`src/rtl/secret_pkg.sv`:
```
// Shared definitions for the secret MAC responder slice.
// Provides default sizing, the stage-1 pipeline payload type and a helper
// that sizes occupancy counters for a given FIFO depth.
package secret_pkg;

    localparam int WIDTH_DEFAULT      = 32;
    localparam int FIFO_DEPTH_DEFAULT = 4;

    // Payload held between the multiply and accumulate stages.
    typedef struct packed {
        logic                     clr;
        logic [WIDTH_DEFAULT-1:0] prod;
    } stage1_t;

    // Bits needed to count 0..depth inclusive (depth is a power of two).
    function automatic int cnt_width(input int depth);
        return $clog2(depth) + 1;
    endfunction

endpackage

```
`src/rtl/secret_result_fifo.sv`:
```
// First-word fall-through synchronous FIFO holding accumulated results.
// Ports:
//   clk        rising-edge clock
//   rst_n      asynchronous active-low reset
//   push       write push_data this edge (ignored when full unless popping)
//   push_data  value to enqueue
//   pop        dequeue head this edge (ignored when empty)
//   count      number of stored entries, 0..DEPTH
//   head       oldest entry, 0 when empty
module secret_result_fifo
    import secret_pkg::*;
#(
    parameter int WIDTH = WIDTH_DEFAULT,
    parameter int DEPTH = FIFO_DEPTH_DEFAULT
) (
    input  logic                        clk,
    input  logic                        rst_n,
    input  logic                        push,
    input  logic [WIDTH-1:0]            push_data,
    input  logic                        pop,
    output logic [cnt_width(DEPTH)-1:0] count,
    output logic [WIDTH-1:0]            head
);

    localparam int AW = $clog2(DEPTH);
    localparam int CW = cnt_width(DEPTH);
    localparam logic [AW-1:0] PTR_ONE = AW'(1);
    localparam logic [CW-1:0] CNT_ONE = CW'(1);
    localparam logic [CW-1:0] CNT_FULL = CW'(DEPTH);

    logic [WIDTH-1:0] mem_r [DEPTH];
    logic [AW-1:0]    wr_ptr_r;
    logic [AW-1:0]    rd_ptr_r;
    logic [CW-1:0]    count_r;
    logic             pop_s;
    logic             push_s;

    // Qualify requests: pop needs data; push needs room, or a slot freed by a pop in the same edge.
    always_comb begin
        pop_s  = pop && (count_r != '0);
        push_s = push && ((count_r != CNT_FULL) || pop_s);
    end

    // Storage, pointers and occupancy; pointers wrap naturally because DEPTH is a power of two.
    always_ff @(posedge clk or negedge rst_n) begin
        if (!rst_n) begin
            for (int i = 0; i < DEPTH; i++) begin
                mem_r[i] <= '0;
            end
            wr_ptr_r <= '0;
            rd_ptr_r <= '0;
            count_r  <= '0;
        end else begin
            if (push_s) begin
                mem_r[wr_ptr_r] <= push_data;
                wr_ptr_r        <= wr_ptr_r + PTR_ONE;
            end
            if (pop_s) begin
                rd_ptr_r <= rd_ptr_r + PTR_ONE;
            end
            case ({push_s, pop_s})
                2'b10:   count_r <= count_r + CNT_ONE;
                2'b01:   count_r <= count_r - CNT_ONE;
                default: count_r <= count_r;
            endcase
        end
    end

    // Fall-through head; forced to zero when nothing is stored.
    always_comb begin
        count = count_r;
        if (count_r != '0) begin
            head = mem_r[rd_ptr_r];
        end else begin
            head = '0;
        end
    end

endmodule

```
`src/rtl/secret_mac_responder.sv`:
```
// Responder end of the a/b -> x operand interface.
// Accepts unsigned operand pairs with valid/ready, multiplies them, adds the
// product into a running accumulator and returns every new accumulator value
// through a result FIFO with valid/ready.
// Ports:
//   clk, reset_l          clock and asynchronous active-low reset
//   in_valid/in_ready     operand handshake; a, b, clear captured on transfer
//   clear                 restart accumulation from this pair
//   out_valid/out_ready   result handshake; x is the FIFO head (0 when empty)
//   ovf                   sticky carry-out of the accumulator since last clear
//   pending               buffered plus in-flight results
module secret_mac_responder
    import secret_pkg::*;
#(
    parameter int WIDTH      = WIDTH_DEFAULT,
    parameter int FIFO_DEPTH = FIFO_DEPTH_DEFAULT
) (
    input  logic                                clk,
    input  logic                                reset_l,
    input  logic                                in_valid,
    output logic                                in_ready,
    input  logic [WIDTH-1:0]                    a,
    input  logic [WIDTH-1:0]                    b,
    input  logic                                clear,
    output logic                                out_valid,
    input  logic                                out_ready,
    output logic [WIDTH-1:0]                    x,
    output logic                                ovf,
    output logic [cnt_width(FIFO_DEPTH)-1:0]    pending
);

    localparam int CW = cnt_width(FIFO_DEPTH);
    localparam logic [CW:0] OCC_LIMIT = (CW+1)'(FIFO_DEPTH);

    // Stage 0: captured operands. Stage 1: product. Accumulate happens leaving stage 1.
    logic             s0_valid_r;
    logic             s0_clr_r;
    logic [WIDTH-1:0] s0_a_r;
    logic [WIDTH-1:0] s0_b_r;
    logic             s1_valid_r;
    logic             s1_clr_r;
    logic [WIDTH-1:0] s1_prod_r;
    logic [WIDTH-1:0] acc_r;
    logic             ovf_r;

    logic             accept_s;
    logic [WIDTH:0]   sum_s;
    logic [CW-1:0]    fifo_count_s;
    logic [CW-1:0]    inflight_s;
    logic [CW:0]      occupancy_s;
    logic [WIDTH-1:0] head_s;

    // Credit check counts every result already committed to a FIFO slot, so a push never finds it full.
    always_comb begin
        inflight_s  = CW'(s0_valid_r) + CW'(s1_valid_r);
        occupancy_s = {1'b0, fifo_count_s} + {1'b0, inflight_s};
        in_ready    = (occupancy_s < OCC_LIMIT);
        accept_s    = in_valid && in_ready;
        pending     = occupancy_s[CW-1:0];
    end

    // Accumulator next value with carry; a clearing pair starts from zero so it can never carry.
    always_comb begin
        if (s1_clr_r) begin
            sum_s = {1'b0, s1_prod_r};
        end else begin
            sum_s = {1'b0, acc_r} + {1'b0, s1_prod_r};
        end
    end

    // Two-stage MAC pipeline plus accumulator and sticky overflow.
    always_ff @(posedge clk or negedge reset_l) begin
        if (!reset_l) begin
            s0_valid_r <= 1'b0;
            s0_clr_r   <= 1'b0;
            s0_a_r     <= '0;
            s0_b_r     <= '0;
            s1_valid_r <= 1'b0;
            s1_clr_r   <= 1'b0;
            s1_prod_r  <= '0;
            acc_r      <= '0;
            ovf_r      <= 1'b0;
        end else begin
            s0_valid_r <= accept_s;
            if (accept_s) begin
                s0_a_r   <= a;
                s0_b_r   <= b;
                s0_clr_r <= clear;
            end
            s1_valid_r <= s0_valid_r;
            if (s0_valid_r) begin
                s1_prod_r <= s0_a_r * s0_b_r;
                s1_clr_r  <= s0_clr_r;
            end
            if (s1_valid_r) begin
                acc_r <= sum_s[WIDTH-1:0];
                ovf_r <= s1_clr_r ? 1'b0 : (ovf_r | sum_s[WIDTH]);
            end
        end
    end

    secret_result_fifo #(
        .WIDTH (WIDTH),
        .DEPTH (FIFO_DEPTH)
    ) u_fifo (
        .clk       (clk),
        .rst_n     (reset_l),
        .push      (s1_valid_r),
        .push_data (sum_s[WIDTH-1:0]),
        .pop       (out_ready),
        .count     (fifo_count_s),
        .head      (head_s)
    );

    // Result side is a direct view of the FIFO registers.
    always_comb begin
        out_valid = (fifo_count_s != '0);
        x         = head_s;
        ovf       = ovf_r;
    end

endmodule

```
`config.mk`:
```
export PLATFORM = sky130hd
export DESIGN_NAME = secret_mac_responder
export DESIGN_NICKNAME = d
export VERILOG_FILES = /design/src/rtl/secret_pkg.sv /design/src/rtl/secret_result_fifo.sv /design/src/rtl/secret_mac_responder.sv
export SDC_FILE = /design/constraint.sdc
export NUM_CORES = 2
export LEC_CHECK = 0
export CAP_MARGIN = 20
export CORE_ASPECT_RATIO = 1.75
export CORE_MARGIN = 2
export CORE_UTILIZATION = 46
export CTS_CLUSTER_DIAMETER = 30
export DETAILED_ROUTE_END_ITERATION = 6
export DONT_BUFFER_PORTS = 1
export HOLD_SLACK_MARGIN = 0.05
export REMOVE_ABC_BUFFERS = 1
export SYNTH_ARGS = -nofsm -noshare
export SYNTH_HDL_FRONTEND = slang
export SYNTH_SLANG_ARGS = --single-unit
```
`constraint.sdc`:
```
create_clock -name clk -period 9.55 [get_ports clk]
set_input_delay 1.4325 -clock clk [delete_from_list [all_inputs] [get_ports clk]]
set_output_delay 1.4325 -clock clk [all_outputs]
set_load 0.1 [all_outputs]
```
==> qor.yml <==
grt_pass1_wl_mm: 117
critPathLaunch: "s0_b_r[2]"
path_depth: 25
cpPeakStageDelay_ns: 0.75
worstSetupPathType: "register to register"
worstReg2RegStart: "s0_b_r[2]"
gp_congestion: 0.893
core_area_um2: 60300
synth_most_common_cell: "nand2_1"
crit_end: "s1_prod_r[30]"
antenna_found_initial: 0
synthTopCellsByArea: "fa_1 29%, dfrtp_1 24%, nand2_1 8.4%"
io_pins: 107
overflow: 0
nets: 3548
synth_edf_count: 0
drive_gt1_share_pct: 7.20
cp_num_buf_inv: 4
cts_sinks: 268
synth_ff_type: "dfrtp_1"
crit_path_frequent_cell: "fa_1"
rrSetupSlack_ns: 1.48
portBuffers: 0
setup_violations: 0
cts_root_buffer: "clkbuf_16"
period_share_pct: 84.5
hold_buffers: 0
arrival_ns: 8.54
ys_types: 62
drv_cap: 0
placed_area_um2: 28700
critPathSlowestCell: "dfrtp_1"
hold_violations: 0
start_util_pct: 46.6
met3_wirelength_mm: 2.57
r2r-end: "s1_prod_r[30]"
cp-end-kind: "register"
cts_buffer_depth: 3
dp_hpwl_mm: 55.2
chipWidth_um: 191
path_max_fanout: 31
htree_num_levels: 2
viasPerCell: 5.30
async_flop_share_pct: 100
synth_top_area_cell: "fa_1"
avgSynthCellArea_um2: 9.40
grt_start_max_net_pins: 269
max_clock_freq_mhz: 124
design_area_um2: 30500
yosysTopAreaCellShare_pct: 29.3
dr.pass1.iters: 6
fin_cells: 3732
ys_seq_area_share_pct: 23.9
fin_tns_setup_ns: 0
die_area_um2: 63200
status: "complete, no violations"
syn_inst: 2991
critPathRequiredTime_ns: 10.02
first_global_vias: 21803
ys_ff_latch: 268
ant_nets: 0
fillers: 5627
drtIter0Drc: 958
holdCritPathClass: "register to register"
cts_setup_buffers: 0
syn_area_um2: 28100
drv_slew: 0
dr_wl_met2_mm: 39.5
rr_worst_depth: 25
period_minus_slack_ns: 8.07
cts_made_buffers: 48
cts_tree: "built"
maxSlewHeadroom_pct: 22.8
clk_pin_slew_ns: 0.05
tightest_slew_ns: 1.16
synth_common_cells: "626 x nand2_1, 411 x fa_1, 409 x inv_1"
clk_latency_ns: 0.60
wl_mm: 72.2
wl_met1_mm: 26.5
areaGrowthSynthToFinish_pct: 8.55
fin_worst_skew_ns: 0.0254
path_delay_family: "adder cells"
ys_warn_count: 0
start_kind: "register"
rsz0062_at_grt: "false"
grt_use_total_pct: 23.9
dr_total_vias: 19797
rows: 119
cts_resized: 0
drc: 0
dp.cells: 3643
die_h_um: 331
route.top_layer_used: "met4"
fin_util_pct: 50.6
post_drt_wl_per_cell_um: 19.3
[worst min path at each step]
stage	startpoint	endpoint	slack (ns)	cells after the start
global route	u_fifo.mem_r[94]	u_fifo.mem_r[94]	0.50	2
CTS	s0_clr_r	s0_clr_r	0.47	2
detailed placement	s0_clr_r	s0_clr_r	0.46	2
floorplan	s0_clr_r	s0_clr_r	0.44	2
global placement	u_fifo.mem_r[119]	u_fifo.mem_r[119]	0.46	2
finish	s0_b_r[31]	s0_b_r[31]	0.47	2
[flip-flops by register name (all words and copies together) (netlist names)]
register	count
s0_clr_r	1
s1_prod_r	32
s1_valid_r	1
u_fifo.count	3
s1_clr_r	1
u_fifo.mem_r	128
u_fifo.rd_ptr_r	2
s0_b_r	32
u_fifo.wr_ptr_r	2
s0_valid_r	1
ovf	1
acc_r	32
s0_a_r	32
[routing by layer]
metal  track usage, %  vias to the layer above
li1                 -                     9087
met1             26.2                    10060
met2             45.3                      475
met3             2.82                      175
met4             11.6                        0
met5                0                        -
[per-stage QoR]
stage	worst slack (ns)	hold slack, ns
3_3_place_gp	1.53	0.455
5_1_grt	1.20	0.495
3_5_place_dp	1.51	0.463
4_1_cts	1.49	0.475
2_1_floorplan	2.19	0.440
6_report	1.48	0.471
[cell families (layout without fill, tap and decap cells)]
family	Yosys count	count (layout)	synth area share [%]
other	0	1	0
AO/OA/AOI/OAI	330	330	6.85
flip-flops	268	268	23.9
XOR/XNOR	119	119	3.71
multiplexers	79	79	4.42
adder cells (fa/ha/maj)	572	572	36.4
buffers and inverters	573	527	7.68
AND/OR/NAND/NOR	1050	1050	17.0
[cell usage in the layout (no fill, tap or decap), drive strengths merged, types with 6 or more instances in the layout]
master  count
nor3       10
o21ai     149
fa        411
nor2b       6
nand2b      8
a211oi     10
mux2i       7
o21a        8
nand2     626
a21oi      92
nand3      12
xor2       32
dfrtp     268
mux2       40
mux4       32
ha        161
bufinv     11
clkinv     14
buf        29
clkbuf     55
and3       10
xnor2      87
a21o       32
a31oi       6
and2      280
nor2       81
inv       415
[area by class of cell]
class | instances | area [um^2] | share of cell area (%)
tap | 786 | 983 | 3.22
antenna | 1 | 2.50 | 0.00820
timing repair buffer | 29 | 218 | 0.713
multi-input combinational | 2150 | 19300 | 63.2
inverter | 410 | 1540 | 5.04
clock buffer | 55 | 1270 | 4.15
sequential | 268 | 6710 | 22.0
clock inverter | 33 | 519 | 1.70
[tightest hold or removal path, cell delays in order (launching register included)]
cell     delay [ns]
dfrtp_1        0.33
nand2_1        0.05
nand2_1        0.05
Power is left out: the tool's default activity adds up to more than one toggle a clock period on the data nets, which glitch-free logic cannot reach.
